[src/rtl/byte_serializer.sv]
// byte_serializer: parallel-to-serial output stage.
// Takes one WIDTH-bit word over a valid/ready handshake and shifts it out one
// bit per clock with framing strobes, then returns to idle.
// Optional build macro BYTE_SERIALIZER_PARITY_EN appends one even-parity bit
// to every frame.
//
// state  | meaning
// IDLE   | waiting for a word; In_Ready high
// SHIFT  | data bits on Ser_Out, WIDTH cycles
// PARITY | parity bit on Ser_Out (only with BYTE_SERIALIZER_PARITY_EN)
// DONE   | one-cycle Frame_Done pulse, then back to IDLE
module byte_serializer #(
  parameter int WIDTH     = 8,
  parameter bit MSB_FIRST = 1'b1
) (
  input  logic             Clk,
  input  logic             Rst,
  input  logic [WIDTH-1:0] In_Data,
  input  logic             In_Valid,
  output logic             In_Ready,
  output logic             Ser_Out,
  output logic             Ser_Valid,
  output logic             Frame_Start,
  output logic             Frame_Done,
  output logic             Busy
);

  localparam int CW = $clog2(WIDTH + 1);
  localparam logic [CW-1:0] LAST = CW'(WIDTH - 1);

`ifdef BYTE_SERIALIZER_PARITY_EN
  typedef enum logic [1:0] {
    IDLE   = 2'd0,
    SHIFT  = 2'd1,
    DONE   = 2'd2,
    PARITY = 2'd3
  } state_t;
`else
  typedef enum logic [1:0] {
    IDLE  = 2'd0,
    SHIFT = 2'd1,
    DONE  = 2'd2
  } state_t;
`endif

  state_t           state;
  logic [WIDTH-1:0] shreg;
  logic [CW-1:0]    cnt;
  logic [WIDTH-1:0] shreg_next;
  logic             first_bit;
  logic             next_bit;
`ifdef BYTE_SERIALIZER_PARITY_EN
  logic             par_bit;
`endif

  // Ready only while idle and not held in reset.
  assign In_Ready = (state == IDLE) && !Rst;

  // Shift toward the output end with zero fill; pick the bits that go out next.
  always_comb begin
    shreg_next = '0;
    first_bit  = 1'b0;
    next_bit   = 1'b0;
    if (MSB_FIRST) begin
      shreg_next = {shreg[WIDTH-2:0], 1'b0};
      first_bit  = In_Data[WIDTH-1];
      next_bit   = shreg[WIDTH-2];
    end else begin
      shreg_next = {1'b0, shreg[WIDTH-1:1]};
      first_bit  = In_Data[0];
      next_bit   = shreg[1];
    end
  end

  // Frame sequencer; outputs are registered and loaded with next-cycle values.
  always_ff @(posedge Clk) begin
    if (Rst) begin
      state       <= IDLE;
      shreg       <= '0;
      cnt         <= '0;
      Ser_Out     <= 1'b0;
      Ser_Valid   <= 1'b0;
      Frame_Start <= 1'b0;
      Frame_Done  <= 1'b0;
      Busy        <= 1'b0;
`ifdef BYTE_SERIALIZER_PARITY_EN
      par_bit     <= 1'b0;
`endif
    end else begin
      Frame_Start <= 1'b0;
      Frame_Done  <= 1'b0;
      case (state)
        IDLE: begin
          if (In_Valid && In_Ready) begin
            state       <= SHIFT;
            shreg       <= In_Data;
            cnt         <= '0;
            Ser_Out     <= first_bit;
            Ser_Valid   <= 1'b1;
            Frame_Start <= 1'b1;
            Busy        <= 1'b1;
`ifdef BYTE_SERIALIZER_PARITY_EN
            par_bit     <= ^In_Data;
`endif
          end else begin
            Ser_Out   <= 1'b0;
            Ser_Valid <= 1'b0;
            Busy      <= 1'b0;
          end
        end
        SHIFT: begin
          shreg <= shreg_next;
          cnt   <= cnt + 1'b1;
          if (cnt == LAST) begin
`ifdef BYTE_SERIALIZER_PARITY_EN
            state     <= PARITY;
            Ser_Out   <= par_bit;
            Ser_Valid <= 1'b1;
`else
            state      <= DONE;
            Ser_Out    <= 1'b0;
            Ser_Valid  <= 1'b0;
            Frame_Done <= 1'b1;
`endif
          end else begin
            Ser_Out <= next_bit;
          end
        end
`ifdef BYTE_SERIALIZER_PARITY_EN
        PARITY: begin
          state      <= DONE;
          Ser_Out    <= 1'b0;
          Ser_Valid  <= 1'b0;
          Frame_Done <= 1'b1;
        end
`endif
        DONE: begin
          state     <= IDLE;
          Ser_Out   <= 1'b0;
          Ser_Valid <= 1'b0;
          Busy      <= 1'b0;
        end
        default: begin
          state     <= IDLE;
          Ser_Out   <= 1'b0;
          Ser_Valid <= 1'b0;
          Busy      <= 1'b0;
        end
      endcase
    end
  end

endmodule

[config.mk]
export PLATFORM = sky130hd
export DESIGN_NAME = byte_serializer
export DESIGN_NICKNAME = d
export VERILOG_FILES = /design/src/rtl/byte_serializer.sv
export SDC_FILE = /design/constraint.sdc
export NUM_CORES = 1
export LEC_CHECK = 0
export CORE_MARGIN = 2
export CORE_UTILIZATION = 46
export CTS_BUF_LIST = sky130_fd_sc_hd__clkbuf_16
export DETAILED_ROUTE_END_ITERATION = 10
export PLACE_DENSITY = 0.75
export REMOVE_ABC_BUFFERS = 1
export SYNTH_ARGS = -nofsm -noshare
export SYNTH_HDL_FRONTEND = slang
export SYNTH_SLANG_ARGS = --single-unit
[constraint.sdc]
create_clock -name Clk -period 1.85 [get_ports Clk]
set_input_delay 0.2775 -clock Clk [delete_from_list [all_inputs] [get_ports Clk]]
set_output_delay 0.2775 -clock Clk [all_outputs]
set_load 0.01 [all_outputs]
Word-level counts from Yosys, hierarchy flattened
Cells that the tools add are included.
{"block": "totals", "register_bits": 18, "inputBits": 11, "wordCells": 39}
{"block": "classes", "addsub": 1, "eq_ne": 4, "muxes": 15, "bitwise": 2, "reduce_logical": 9}
{"cell": "7-bit one-hot mux with 2 select lines", "count": 1}
{"cell": "4-bit one-hot mux with 2 select lines", "count": 1}
{"cell": "7-bit two-way mux", "count": 1}
{"cell": "1-bit one-hot mux with 2 select lines", "count": 3}
{"cell": "1-bit two-way mux", "count": 5}
{"cell": "4-bit by 1-bit adder with 4-bit output (second input constant)", "count": 1}
{"cell": "4-bit by 3-bit equality test with 1-bit output (second input constant)", "count": 1}
{"cell": "2-bit two-way mux", "count": 2}
{"cell": "4-bit two-way mux", "count": 1}
{"cell": "2-bit one-hot mux with 2 select lines", "count": 1}
{"cell": "2-bit AND reduction", "count": 2}
{"cell": "2-bit OR reduction", "count": 2}
{"cell": "2-bit by 1-bit equality test with 1-bit output (second input constant)", "count": 1}
{"cell": "1-bit logical AND", "count": 2}
{"cell": "2-bit zero test", "count": 1}
{"cell": "2-bit by 1-bit inequality test with 1-bit output (second input constant)", "count": 1}
{"cell": "2-bit inequality test (second input constant)", "count": 1}
{"cell": "1-bit NOT", "count": 2}
{"cell": "2-bit nonzero test", "count": 1}
{"cell": "1-bit zero test", "count": 1}

Longest topological paths before layout
Gate-level depths: netlist of the first run.
{"block": "logic_depth", "depth_word": 5, "mapped_depth": 5, "mapped_depth_nobuf": 4}

Worst setup path before layout of the first run
No wires, ideal clock.
{"block": "synth_timing", "path_type": "register -> register", "from": "register state[0]", "to": "register shreg[0]", "setup_time_ns": 0.133, "t_arrival_ns": 1.280, "required_ns": 1.717, "path_slack_ns": 0.437, "stages_incl_launch_ff": 6, "n_path_buf": 1, "synth_period_minus_slack_ns": 1.413, "cell_sequence": "dfxtp_1 > or4b_4 > inv_2 > buf_6 > mux2i_1 > nor3_2"}
{"block": "synth_via", "elab_chain_len": 5, "word_cells_on_any_way": 8, "cone_classes": "eq/ne (2); mux (1); reduce/logical (5)"}
{"element": "start, declared", "line": "46", "text": "state_t state;"}
{"element": "start signal, assigned", "line": "78", "text": "state <= IDLE;"}
{"element": "start signal, assigned", "line": "95", "text": "state <= SHIFT;"}
{"element": "start signal, assigned", "line": "120", "text": "state <= DONE;"}
{"element": "2-bit zero test", "line": "57, 92"}
{"element": "1-bit logical AND", "line": "57", "text": "assign In_Ready = (state == IDLE) && !Rst;"}
{"element": "1-bit logical AND", "line": "94", "text": "if (In_Valid && In_Ready) begin"}
{"element": "2-bit by 1-bit inequality test with 1-bit output (no source line)"}
{"element": "2-bit AND reduction (no source line)"}
{"element": "end signal, assigned", "line": "96", "text": "shreg <= In_Data;"}
{"element": "end signal, assigned", "line": "112", "text": "shreg <= shreg_next;"}
{"element": "end, declared", "line": "47", "text": "logic [WIDTH-1:0] shreg;"}
Several ways; a longest one is shown, not always the timed one.
A chain may end at the register's enable or synchronous reset.

Worst setup path in the final report of the first run
{"block": "layout_timing", "from": "input Rst", "to": "output In_Ready"}
{"block": "layout_via", "elab_chain_len": 2}
{"element": "start, declared", "line": "17", "text": "input logic Rst,"}
{"element": "1-bit zero test", "line": "57"}
{"element": "1-bit logical AND", "line": "57"}
{"element": "end, declared", "line": "20", "text": "output logic In_Ready,"}
Every way passes these cells.

==> metrics.log, run 1 <==
[metrics] Yosys warnings: 0
[metrics] aggregate routed wire length: 1400 um
[metrics] number of failing hold endpoints at the final stage: 0
[metrics] boundary pin count: 17
[metrics] count of endpoints failing setup in the final report: 0
[metrics] floorplan row count: 14
[metrics] total leakage power: 0.366 nW
[metrics] total routing usage reported by global routing: 17.5%
[metrics] placed cell areas: 907 um2
[metrics] number of nets in the layout: 110
[metrics] capture point of the worst reg-to-reg path: shreg[0]
[metrics] Netlist Area Pre-Place: 728 um2
[metrics] global-route wire length before repair: around 2500 um
[metrics] crit path launch type: input pin
[metrics] startpoint of the most critical register-to-register path: state[0]
[metrics] via total after detailed routing: 635
[metrics] slew of the pin with the lowest slew margin: 536 ps
[metrics] timing-limited maximum frequency: 572 MHz
[metrics] HPWL after detailed placement: around 950 um
[metrics] count of buffers from port buffering: 16
[metrics] RSZ-0062 raised after global routing: false
[metrics] Total Neg Setup Slack: 0 ps
[metrics] reg-to-reg slack, setup: 410 ps
[metrics] post-detailed-route wirelength per cell: roughly 12 um
[metrics] initial antenna violation count: 0
[metrics] MaxCap Viol Count: 0
[metrics] largest net degree at the start of global routing: 16
[metrics] Post-CTS Setup Inserts: 0
[metrics] largest fanout on the critical path: 4
[metrics] initial core utilization: around half
[metrics] per-cell via count in the routed design: 5.62
[metrics] number of pins exceeding their max-slew limit in the final report: 0
[metrics] vias in the first global route: 603
[metrics] vertical die dimension: about 44 um
[metrics] share of post-route cells with drive strength above 1: approximately 13%
[metrics] signal arrival time at the worst endpoint: 1470 ps
[metrics] worst setup path start: Rst
[metrics] hold buffer count at cts: 0
[metrics] depth of the worst register-to-register path: 4
[metrics] crit path capture type: output pin
[metrics] Clock Latency Late Sink: around 240 ps
[metrics] clock edge transition at the registers on the reported setup and hold paths: 50 ps
[metrics] most common library cell in the layout ignoring fill and taps: sky130_fd_sc_hd__dfxtp_1
[metrics] sequential area share after synthesis: 49.5%
[metrics] Initial DRT Pass Iterations: 4
[metrics] P&R area growth vs syn: 35.4%
[metrics] CTS Buf Count: 3
[metrics] shortest clock period the worst path allows after layout: about 1700 ps
[metrics] Avg Synthesized Cell Area: 9.22 um2
[metrics] area of the placeable core: 0.00149 mm2
[metrics] Peak VDD IR: 495 uV
[metrics] cell count after synthesis: 79
[metrics] Resized cells post-CTS: 0
[metrics] critical path required time: 1570 ps
[metrics] headroom to the max-slew limit: 64.3%
[metrics] # DRC: 0
[metrics] worst setup path endpoint: In_Ready
[metrics] final design instance area without fill: 986 um2
[metrics] type of the most critical hold path: flip-flop to flip-flop
[metrics] Hold Slack: about 470 ps
[metrics] total inserted antenna cells: 0
[metrics] number of buffers between clock root and the deepest sink: 2
[metrics] remaining antenna violation count after routing: 0
[metrics] area of the die: between 0.0015 and 0.002 mm2
[metrics] Sinks on Clock Net: 18
[metrics] Seq cells post-synth: 18
[metrics] number of DRC markers after the initial detailed-route iteration: 22
[metrics] clock tree from TritonCTS: built
[metrics] filler instances: 122
[metrics] number of H-tree branching levels: 1
[metrics] status: finished, final reports clean
[metrics] post-synthesis cell type count: 27
[metrics] share of the clock period used by the worst path: a little over nine tenths
[metrics] global route total overflow: 0
[metrics] Die X-Extent: 43.8 um
[metrics] Setup Skew: 1.31 ps
[metrics] critical path class: input pin to output pin
[metrics] Clock Root Buffer: sky130_fd_sc_hd__clkbuf_16
[metrics] areal power density over the cells: 970 mW/mm2
[metrics] top library cells by usage in the layout, fill and taps aside: sky130_fd_sc_hd__dfxtp_1 (18), sky130_fd_sc_hd__clkdlybuf4s50_1 (16), sky130_fd_sc_hd__nor2_1 (10)
[metrics] routability-driven placement congestion ratio: 0.759
-- cells in the mapped netlist --
library cell | n | share of area, %
sky130_fd_sc_hd__a21oi_1 | 7 | 4.8
sky130_fd_sc_hd__buf_2 | 1 | 0.69
sky130_fd_sc_hd__dfxtp_1 | 18 | 49
sky130_fd_sc_hd__ha_1 | 1 | 1.7
sky130_fd_sc_hd__nand2_1 | 2 | 1.0
sky130_fd_sc_hd__a32oi_1 | 1 | 1.2
sky130_fd_sc_hd__nor3_2 | 1 | 1.4
sky130_fd_sc_hd__nor3_1 | 8 | 5.5
sky130_fd_sc_hd__or3_1 | 1 | 0.86
sky130_fd_sc_hd__nand3b_1 | 1 | 1.0
sky130_fd_sc_hd__a211oi_1 | 1 | 1.0
sky130_fd_sc_hd__a22oi_1 | 2 | 2.1
sky130_fd_sc_hd__a31oi_1 | 1 | 0.86
sky130_fd_sc_hd__nor2_1 | 10 | 5.2
sky130_fd_sc_hd__mux2i_1 | 1 | 1.4
sky130_fd_sc_hd__nor2b_1 | 1 | 0.86
sky130_fd_sc_hd__nor4_1 | 1 | 0.86
sky130_fd_sc_hd__buf_6 | 1 | 1.5
sky130_fd_sc_hd__inv_2 | 1 | 0.51
sky130_fd_sc_hd__nand3_1 | 7 | 4.8
sky130_fd_sc_hd__nor4_2 | 3 | 5.2
sky130_fd_sc_hd__nand4b_1 | 1 | 1.2
sky130_fd_sc_hd__or4b_4 | 1 | 1.9
sky130_fd_sc_hd__nand2b_1 | 1 | 0.86
sky130_fd_sc_hd__o21a_1 | 1 | 1.0
sky130_fd_sc_hd__clkbuf_1 | 4 | 2.1
sky130_fd_sc_hd__o31ai_1 | 1 | 1.0
-- per-layer routing --
layer | share of wire, % | GRT usage (%) | wire (um) | vias up
met5 | 0 | 0 | 0 | -
met4 | 0.57 | 9.09 | 8 | 0
met1 | 48 | 22.0 | 665 | 288
met3 | 5.5 | 3.75 | 77 | 2
li1 | - | - | - | 325
met2 | 46 | 27.9 | 645 | 20
-- state kept, by name, summed over array words and instances (netlist names) --
name	cells
shreg	7
cnt	4
state	2
Busy	1
Frame_Done	1
Frame_Start	1
Ser_Out	1
Ser_Valid	1
-- power by group --
group | internal [mW] | total (mW) | leakage [nW] | switching (mW)
Sequential | 0.409 | 0.420 | 0.147 | 0.0111
Clock | 0.287 | 0.423 | 0.0385 | 0.136
Combinational | 0.0593 | 0.114 | 0.180 | 0.0548
-- stage by stage --
stage	setup WS [ps]	cells	total power, mW	utilization [%]
5_1_grt	29.5	113	0.998	66.2
4_1_cts	107	113	0.963	66.2
2_1_floorplan	380	73	0.483	-
3_5_place_dp	1.34	109	0.541	60.9
6_report	103	113	0.957	66.2
3_3_place_gp	12.4	109	0.540	60.9
-- worst min-delay path by stage --
| stage | slack [ps] | end | cells after the start | from |
|---|---|---|---|---|
| after detailed placement | 460 | Ser_Valid | 2 | Ser_Valid |
| after global routing | 500 | shreg[2] | 2 | shreg[2] |
| after floorplan | 350 | Ser_Valid | 1 | Rst |
| after CTS | 470 | Ser_Valid | 2 | Ser_Valid |
| final | 470 | Ser_Valid | 2 | Ser_Valid |
| after global placement | 450 | shreg[2] | 2 | shreg[2] |
-- logic make-up after synthesis --
group	Yosys count	share of synthesized area (%)
flops	18	49.5
mux	1	1.37
fa+ha+maj	1	1.72
buf+inv	7	4.81
simple gates	38	30.6
compound gates	14	12.0
-- final cells by class --
type / instances / area, um2 / area share (%)
repair buffers: 20 / 190 / 19.3
clock buffers: 3 / 75.1 / 7.61
multi-input cells: 54 / 333 / 33.8
inverters: 1 / 3.75 / 0.381
flip-flops and latches: 18 / 360 / 36.5
clock inverters: 1 / 3.75 / 0.381
well taps: 16 / 20.0 / 2.03
-- critical path, cell delays in order --
cell	delay, ps
sky130_fd_sc_hd__clkdlybuf4s50_1	480
sky130_fd_sc_hd__nor3_1	160
sky130_fd_sc_hd__clkdlybuf4s50_1	560
Power figures use the tool's default switching activity.
==> inputs of run 2 (changes only) <==
SLEW_MARGIN = 10   (was unset)
==> results of run 2 <==
Same layout as run 1: the final DEF is identical, and so are final timing and power.
==> inputs of run 3 (changes only) <==
CAP_MARGIN = 20   (was unset)
==> results of run 3 <==
Same layout as run 1: the final DEF is identical, and so are final timing and power.
